## config.mk

```make
export PLATFORM = sky130hd
export DESIGN_NAME = vscale_htif_pcr_responder
export DESIGN_NICKNAME = d
export VERILOG_FILES = /design/src/rtl/vscale_htif_pcr_responder_pkg.sv /design/src/rtl/vscale_htif_resp_buf.sv /design/src/rtl/vscale_htif_pcr_responder.sv
export SDC_FILE = /design/constraint.sdc
export NUM_CORES = 1
export LEC_CHECK = 0
export CAP_MARGIN = 20
export CORE_AREA = 2 2 160 162
export CTS_CLUSTER_DIAMETER = 200
export DETAILED_ROUTE_END_ITERATION = 8
export DIE_AREA = 0 0 162 164
export PLACE_DENSITY = 0.77
export SLEW_MARGIN = 20
export SYNTH_ARGS = -nofsm -noshare
export SYNTH_HDL_FRONTEND = slang
export SYNTH_SLANG_ARGS = --single-unit
```

## constraint.sdc

```tcl
create_clock -name clk -period 13.5 [get_ports clk]
set_input_delay 2.7 -clock clk [delete_from_list [all_inputs] [get_ports clk]]
set_output_delay 2.7 -clock clk [all_outputs]
set_load 0.02 [all_outputs]
```

## src/rtl/vscale_htif_pcr_responder_pkg.sv

```systemverilog
// Shared constants for the HTIF PCR responder: data width, host CSR addresses,
// and the response buffer state encoding.
package vscale_htif_pcr_responder_pkg;

  localparam int unsigned HTIF_PCR_WIDTH = 64;
  localparam int unsigned CSR_ADDR_WIDTH = 12;

  localparam logic [CSR_ADDR_WIDTH-1:0] CSR_ADDR_TO_HOST   = 12'h780;
  localparam logic [CSR_ADDR_WIDTH-1:0] CSR_ADDR_FROM_HOST = 12'h781;

  typedef enum logic {
    HTIF_RESP_EMPTY = 1'b0,
    HTIF_RESP_FULL  = 1'b1
  } htif_resp_state_e;

endpackage

```

## src/rtl/vscale_htif_resp_buf.sv

```systemverilog
// Single-entry valid/ready response buffer; a drain and a load may happen in
// the same cycle so the host can issue back-to-back requests.
module vscale_htif_resp_buf
  import vscale_htif_pcr_responder_pkg::*;
#(
  parameter int unsigned WIDTH = HTIF_PCR_WIDTH
) (
  input  logic             clk,
  input  logic             reset,
  input  logic             load,
  input  logic [WIDTH-1:0] load_data,
  input  logic             resp_ready,
  output logic             resp_valid,
  output logic [WIDTH-1:0] resp_data,
  output logic             req_ready
);

  htif_resp_state_e state;

  // load is only raised when req_ready is high, so FULL & load implies a drain
  always_ff @(posedge clk or posedge reset) begin
    if (reset) begin
      state     <= HTIF_RESP_EMPTY;
      resp_data <= '0;
    end else begin
      case (state)
        HTIF_RESP_EMPTY: begin
          if (load) begin
            state     <= HTIF_RESP_FULL;
            resp_data <= load_data;
          end
        end
        HTIF_RESP_FULL: begin
          if (load) begin
            resp_data <= load_data;
          end else if (resp_ready) begin
            state <= HTIF_RESP_EMPTY;
          end
        end
        default: state <= HTIF_RESP_EMPTY;
      endcase
    end
  end

  assign resp_valid = (state == HTIF_RESP_FULL);
  assign req_ready  = !reset && (!resp_valid || resp_ready);

endmodule

```

## src/rtl/vscale_htif_pcr_responder.sv

```systemverilog
// Target-side HTIF PCR endpoint: owns to_host/from_host, decodes host requests
// and serves the core side port. Core writes take priority over host updates.
module vscale_htif_pcr_responder
  import vscale_htif_pcr_responder_pkg::*;
#(
  parameter int unsigned PCR_WIDTH  = HTIF_PCR_WIDTH,
  parameter int unsigned ADDR_WIDTH = CSR_ADDR_WIDTH
) (
  input  logic                  clk,
  input  logic                  reset,
  input  logic                  htif_pcr_req_valid,
  output logic                  htif_pcr_req_ready,
  input  logic                  htif_pcr_req_rw,
  input  logic [ADDR_WIDTH-1:0] htif_pcr_req_addr,
  input  logic [PCR_WIDTH-1:0]  htif_pcr_req_data,
  output logic                  htif_pcr_resp_valid,
  input  logic                  htif_pcr_resp_ready,
  output logic [PCR_WIDTH-1:0]  htif_pcr_resp_data,
  input  logic                  core_wen,
  input  logic [ADDR_WIDTH-1:0] core_addr,
  input  logic [PCR_WIDTH-1:0]  core_wdata,
  output logic [PCR_WIDTH-1:0]  core_rdata,
  output logic                  tohost_pending
);

  localparam logic [ADDR_WIDTH-1:0] ADDR_TO_HOST   = ADDR_WIDTH'(CSR_ADDR_TO_HOST);
  localparam logic [ADDR_WIDTH-1:0] ADDR_FROM_HOST = ADDR_WIDTH'(CSR_ADDR_FROM_HOST);

  logic [PCR_WIDTH-1:0] to_host, from_host;
  logic [PCR_WIDTH-1:0] to_host_nxt, from_host_nxt;
  logic [PCR_WIDTH-1:0] resp_load_data;
  logic                 req_fire;
  logic                 host_to, host_from, core_to, core_from;

  assign req_fire  = htif_pcr_req_valid && htif_pcr_req_ready;
  assign host_to   = (htif_pcr_req_addr == ADDR_TO_HOST);
  assign host_from = (htif_pcr_req_addr == ADDR_FROM_HOST);
  assign core_to   = core_wen && (core_addr == ADDR_TO_HOST);
  assign core_from = core_wen && (core_addr == ADDR_FROM_HOST);

  // Host sees pre-cycle values; host read of to_host clears it unless the core writes it
  always_comb begin
    resp_load_data = '0;
    to_host_nxt    = to_host;
    from_host_nxt  = from_host;
    if (host_to) begin
      resp_load_data = to_host;
    end else if (host_from) begin
      resp_load_data = from_host;
    end
    if (req_fire && host_to) begin
      to_host_nxt = htif_pcr_req_rw ? htif_pcr_req_data : '0;
    end
    if (req_fire && host_from && htif_pcr_req_rw) begin
      from_host_nxt = htif_pcr_req_data;
    end
    if (core_to) begin
      to_host_nxt = core_wdata;
    end
    if (core_from) begin
      from_host_nxt = core_wdata;
    end
  end

  always_ff @(posedge clk or posedge reset) begin
    if (reset) begin
      to_host        <= '0;
      from_host      <= '0;
      tohost_pending <= 1'b0;
    end else begin
      to_host        <= to_host_nxt;
      from_host      <= from_host_nxt;
      tohost_pending <= |to_host_nxt;
    end
  end

  always_comb begin
    core_rdata = '0;
    if (core_addr == ADDR_TO_HOST) begin
      core_rdata = to_host;
    end else if (core_addr == ADDR_FROM_HOST) begin
      core_rdata = from_host;
    end
  end

  vscale_htif_resp_buf #(.WIDTH(PCR_WIDTH)) u_resp_buf (
    .clk        (clk),
    .reset      (reset),
    .load       (req_fire),
    .load_data  (resp_load_data),
    .resp_ready (htif_pcr_resp_ready),
    .resp_valid (htif_pcr_resp_valid),
    .resp_data  (htif_pcr_resp_data),
    .req_ready  (htif_pcr_req_ready)
  );

endmodule

```

Yosys cells after proc, flatten, opt, wreduce, memory -nomap -nowiden
Index checks and enable logic that the tools add are counted.

cells by class
  equal/unequal tests = 4
  mux-type cells = 14
  bitwise operators = 1
  reduce and logical (&&, ||, !) cells = 12

operators with widths
  kind                                                                      count
  64-bit two-way mux                                                        10
  64-bit OR reduction                                                       1
  12-bit by 11-bit equality test with 1-bit output (second input constant)  4
  1-bit logical AND                                                         7
  1-bit two-way mux                                                         3
  1-bit logical NOT                                                         2
  1-bit case mux with 2 select lines                                        1
  2-bit nonzero test                                                        1
  1-bit logical OR                                                          1
  1-bit NOT                                                                 1

word-level totals
  flip-flop bits (word level) = 194
  input port bits = 158
  output and inout port bits = 131
  logic and storage cells = 36

Logic depth before layout (Yosys ltp)
Gate-level depths: netlist of run 1.

  depth after elaboration = 8
  depth in mapped cells = 10
  depth with buffers taken out = 7

Hierarchy
From an unflattened synthesis of run 1, not the netlist that was laid out.

unflattened totals
  cell total of the unflattened synthesis = 1,169
  area, all modules = 10,647.7 um^2

by module, submodules not included
  module                     instances  cells an instance  area an instance (um^2)  sequential area each (um^2)
  vscale_htif_pcr_responder  1          1,029              8,023.9                  3,228.1
  vscale_htif_resp_buf       1          140                2,623.8                  1,626.6

Least setup slack after synthesis of run 1
Ideal clock, no wire load.

  kind = in2out
  from = in reset
  to = out htif_pcr_req_ready
  arrival = 7.315 ns
  data required time = 10.800 ns
  path slack = 3.485 ns
  cell stages on the path = 2
  buffers on the path = 0
  cells stage by stage = inv_1 and2_1

between the ends
  cells in the longest elaborated chain, start to end = 2

RTL lines
  item               RTL line                         RTL
  start, declared    vscale_htif_pcr_responder.sv:10  input logic reset,
  1-bit logical NOT  vscale_htif_resp_buf.sv:46       assign req_ready = !reset && (!resp_valid || resp_ready);
  1-bit logical AND  vscale_htif_resp_buf.sv:46
  end, declared      vscale_htif_pcr_responder.sv:12  output logic htif_pcr_req_ready,

Every way passes these cells.

Worst setup path after layout of run 1
  from = in core_addr[7]
  to = out core_rdata[29]

between the ends
  cells in the longest elaborated chain, start to end = 3
  elaborated cells on any way between the ends = 4
  classes of those cells = eq/ne (2); mux (2)

RTL lines
  item                                              RTL line                         RTL
  start, declared                                   vscale_htif_pcr_responder.sv:20  input logic [ADDR_WIDTH-1:0] core_addr,
  12-bit by 11-bit equality test with 1-bit output  vscale_htif_pcr_responder.sv:81  end else if (core_addr == ADDR_FROM_HOST) begin
  64-bit two-way mux                                vscale_htif_pcr_responder.sv:81
  64-bit two-way mux (*)                            vscale_htif_pcr_responder.sv:79  if (core_addr == ADDR_TO_HOST) begin
  end, declared                                     vscale_htif_pcr_responder.sv:22  output logic [PCR_WIDTH-1:0] core_rdata,

Every way passes the cells marked *; elsewhere a longest branch is shown, timed or not.

==> out/results.ini, run 1 <==
[synth]
synth_common_cells = 194 x dfrtp_1, 192 x mux2i_1, 130 x nand2_1
synth_area_sq_mm = 0.0110
synth_fp_nets = 1349
synth_seq_cells = 194
synth_flop_cell = dfrtp_1
ys_top_cells_by_area = dfrtp_1 44%, mux2i_1 18%, o31a_1 5.1%
yosysMostFrequentCell = dfrtp_1
ys_warn_count = 0
synth_seq_area_share = 0.442
avgSynthCellArea_sq_um = 9.22
synth_edf_count = 0
synthCells = 1191
yosys.area.top_type = dfrtp_1
synth_top_area_share = 0.442
ys_types = 28
synth-async-reset-ratio = 1.00

[floorplanning]
io_pins = 289
design.core.area_sq_mm = 0.0248
die_width_um = 162
die_y_um = 164
core.rowCount = 58
die_area_sq_mm = 0.0266
start_util = 0.442

[cts]
htreeDepth = 4
cts.sinks = 194
cts_buffer_depth = 2
path_clk_slew_ns = 0.07
postCtsSetupRepairBufs = 0
root_buffer = clkbuf_16
cts_tree = built
cts_inserted_buffers = 17
clock_latency_ns = 0.43
cts_resized = 0
ctsHoldBuffers = 0

[global_route]
grt_pass1_vias = 10075
grt_max_degree = 195
gr-usage-met3 = 0.0545
grt_pass1_wl_um = 55700
antenna_found_initial = 0
grt_use_met1 = 0.367
overflow = 0
use_met2 = 0.420
grt_usage = 0.265
gr-max-usage-layer = met2

[worst_setup_path]
end_kind = primary output
worstPathRequired_ns = 10.80
crit_fanout = 64
crit_type = input port to primary output
start_kind = input port
critPathArrivalTime_ns = 5.41

[timing]
finalCritPeriodShare = 0.601
slew_headroom = 0.332
skew_ns = 0.0136
worst_pin_slew_ns = 1.00
timing.fmax_ghz = 0.123
hold_violations = 0
setup_viol = 0
period_minus_slack_ns = 8.11
finalSetupTns_ns = 0
rsz0062_at_grt = no
slew_violations = 0

[finish]
antennaDiodeCount = 0
drive_gt1_frac = 0.0400
area_growth_pct = 32.0
nets = 1546

[drt]
drcViolationCount = 0
drt_iter0_drc = 864
detail-route-antenna-nets = 0
wl_um = 35100
drt-vias-per-instance = 5.90
route.detailed.wl_per_inst_um = 20.3
first_pass_iters = 5
vias = 10216

[run]
maxCapViolations = 0

[place]
finalWeightedCongestion = 0.813
dp.final_hpwl_um = 21700
io_buffers = 288

[power]
power.total_mw = 1.22
p_leak_nw = 5.87
power_density_mw_per_mm2 = 84.4
ir_worst_vdd_mv = 0.0628

[run_status]
status = finished clean

[hold_path]
hp-class = register to register

layer usage:
layer / vias up / part of all wire
met5: - / 0
met4: 0 / 0.019
met3: 48 / 0.074
met2: 461 / 0.48
met1: 4954 / 0.43
li1: 4753 / -
worst paths after layout:
kind	start	to	slack [ns]	depth (start not counted)
setup / recovery	core_addr[7]	core_rdata[29]	5.39	5
hold reg to reg	u_resp_buf.resp_data[45]	u_resp_buf.resp_data[45]	0.48	2
max in group asynchronous	reset	u_resp_buf.resp_data[51]	9.17	3
hold / removal	u_resp_buf.resp_data[45]	u_resp_buf.resp_data[45]	0.48	2
setup reg to reg	u_resp_buf.resp_valid	from_host[61]	10.00	8
min in group asynchronous	reset	from_host[17]	2.81	2
power by group:
group	total, mW	internal [mW]	switching, mW
registers	0.589	0.586	0.00337
clock network	0.500	0.249	0.251
logic	0.135	0.0622	0.0725
critical path: stages:
cell and delay (ns):
clkdlybuf4s50_1 0.46, nor4bb_1 0.53, nand3_4 0.70, nor2_1 0.33
clkdlybuf4s50_1 0.65
kinds of logic (layout without fill, tap and decap cells):
group,after synthesis,count (layout),synth area share
and+or+nand+nor,424,424,0.186
DFF,194,194,0.442
AOI/OAI and AO/OA,256,256,0.149
buffers and inverters,125,335,0.0473
muxes,192,192,0.175
area by class of cell:
class / instances / area (sq um)
clock buffer: 19 / 443
sequential: 194 / 4850
fill: 2153 / 10300
multi-input combinational: 872 / 5640
timing repair buffer: 301 / 3010
tap: 330 / 413
clock inverter: 13 / 119
inverter: 2 / 15.0
metrics by stage:
| step | std cells | setup WS, ns | hold WS [ns] | cell area, sq um | utilization |
|---|---|---|---|---|---|
| after CTS | 1730 | 5.35 | 0.486 | 14500 | 0.583 |
| after detailed placement | 1698 | 5.35 | 0.469 | 13900 | 0.560 |
| after global placement | 1698 | 5.50 | 0.462 | 13900 | 0.560 |
| after global routing | 1731 | 5.18 | 0.511 | 14500 | 0.584 |
| after floorplan | 1191 | 3.48 | 0.551 | 11000 | - |
| final | 1731 | 5.39 | 0.480 | 14500 | 0.584 |
placed cells by master, fill, tap and decap left out, drive strengths merged:
cell type and count:
clkinv 6, nor2b 1, nand3 2, clkdlybuf4s50 285, or4 48, or3 32
nor3 32, nand4 3, and3b 1, and2 1, o21ai 64, inv 8
nor2 130, nor4 38, nand2b 2, clkbuf 19, a31oi 32, nor4bb 2
dfrtp 194, o31a 64, clkinvlp 1, mux2i 192, nand2 130, buf 16
a21oi 64, o31ai 32, or2 2
registers in the layout, summed over array words and instances (netlist names):
name and cells:
from_host 64, to_host 64, u_resp_buf.resp_data 64, u_resp_buf.resp_valid 1, tohost_pending 1
Note: power is estimated with default switching activity, not from simulation.
==> inputs of run 2 (changes only) <==
PLACE_DENSITY = 0.8   (was 0.77)
clock period = 6.9 ns   (was 13.5 ns; I/O delays follow)
==> out/results.ini, run 2 (synthesized netlist as in run 1, its figures left out) <==
[cts]
htreeDepth = 4
cts.sinks = 194
ctsHoldBuffers = 0
path_clk_slew_ns = 0.07
clock_latency_ns = 0.42
cts_resized = 0
cts_inserted_buffers = 17
postCtsSetupRepairBufs = 0
cts_tree = built
cts_buffer_depth = 2
root_buffer = clkbuf_16

[worst_setup_path]
crit_fanout = 64
critPathArrivalTime_ns = 4.23
worstPathRequired_ns = 5.52
start_kind = input port
crit_type = input port to primary output
r2r_cells = 8
end_kind = primary output

[floorplanning]
die_width_um = 162
die_area_sq_mm = 0.0266
design.core.area_sq_mm = 0.0248
io_pins = 289
core.rowCount = 58
die_y_um = 164
start_util = 0.442

[finish]
final_cell_area_sq_mm = 0.0146
multi_input_area_sq_mm = 0.00564
reg_top3 = from_host (64), to_host (64), u_resp_buf.resp_data (64)
drive_gt1_frac = 0.0441
area_growth_pct = 33.3
final_common_cell = clkdlybuf4s50_1
nets = 1554
final_cell_mix = 285 x clkdlybuf4s50_1, 194 x dfrtp_1, 192 x mux2i_1
layout.area.seq_sq_mm = 0.00485
n_fill_cell = 2147

[drt]
vias = 10308
first_pass_iters = 5
wl_um = 36000
drt_iter0_drc = 1028
detail-route-antenna-nets = 0
drt-vias-per-instance = 5.93
drcViolationCount = 0
route.detailed.wl_per_inst_um = 20.7

[run_status]
status = finished clean

[global_route]
grt_usage = 0.267
grt_max_degree = 105
overflow = 0
grt_pass1_vias = 10188
grt_pass1_wl_um = 56100
antenna_found_initial = 1

[timing]
rsz0062_at_grt = no
period_minus_slack_ns = 5.61
finalCritPeriodShare = 0.814
setup_viol = 0
skew_ns = 0.00920
timing.fmax_ghz = 0.178
hold_violations = 0
slew_headroom = 0.304
finalSetupTns_ns = 0
slew_violations = 0
worst_pin_slew_ns = 1.04

[power]
clkPwrFrac = 0.440
power.total_mw = 2.54
intPower_mw = 1.92
p_leak_nw = 5.94
ir_worst_vdd_mv = 0.150
p_switching_uw = 616
seq_power_share = 0.454
power_density_mw_per_mm2 = 174
swShare = 0.243
combPwrFrac = 0.106

[place]
dp.final_hpwl_um = 23600
finalWeightedCongestion = 0.797
io_buffers = 288
place_area_sq_mm = 0.0140

[run]
maxCapViolations = 0

[hold_path]
whs_path_depth = 2
hp-class = register to register

## run 2: cell count changes in the layout (fill, tap and decap cells not counted)
cell,change
buf_4,+7
bufinv_16,+5
clkinv_4,-4
buf_12,+2
buf_16,-1
inv_6,+1
clkbuf_1,-1
inv_8,-4
diode_2,+1
## run 2: path summary, 6_finish.rpt
kind	from	endpoint	slack, ns
min in group asynchronous	reset	u_resp_buf.resp_data[15]	1.41
worst min register to register	u_resp_buf.resp_data[38]	u_resp_buf.resp_data[38]	0.48
worst max register to register	u_resp_buf.resp_valid	tohost_pending	3.08
worst max-delay path	core_addr[7]	core_rdata[12]	1.29
worst min-delay path	u_resp_buf.resp_data[38]	u_resp_buf.resp_data[38]	0.48
max in group asynchronous	reset	u_resp_buf.resp_data[52]	3.56
## run 2: layer usage
layer	vias up	GRT usage	part of all wire	wire length, um
met3	54	0.0455	0.069	2470
met2	428	0.427	0.47	17100
met1	5077	0.366	0.43	15600
li1	4747	-	-	-
met4	2	0.0961	0.024	869
met5	-	0	0.00036	13
## run 2: area by class of cell
class | count | area share
Antenna cell | 1 | 0.000171
Clock buffer | 18 | 0.0300
Clock inverter | 11 | 0.0138
Inverter | 2 | 0.000769
Multi-Input combinational cell | 872 | 0.385
Sequential cell | 194 | 0.332
Tap cell | 330 | 0.0282
Timing Repair Buffer | 309 | 0.210
## run 2: critical path: stages
cell and delay [ns]:
clkdlybuf4s50_1 0.47, nor4bb_1 0.60, nand3_4 0.76, nor2_1 0.33
clkdlybuf4s50_1 0.66
## run 2: stage by stage
step / setup WS (ns) / util / hold WS, ns / std cells
floorplan: 0.320 / - / 0.551 / 1191
global placement: 1.11 / 0.564 / 0.461 / 1707
detailed placement: 1.05 / 0.564 / 0.470 / 1707
CTS: 1.27 / 0.590 / 0.485 / 1736
global route: 1.09 / 0.590 / 0.509 / 1736
finish: 1.29 / 0.590 / 0.482 / 1737
## run 2: power by group through the flow
stage	combinational, mW	sequential [mW]	clock (mW)
after floorplan	0.113	1.18	0
after global placement	0.266	1.18	0
after detailed placement	0.268	1.18	0
after CTS	0.270	1.15	1.13
after global routing	0.289	1.15	1.17
final	0.269	1.15	1.12
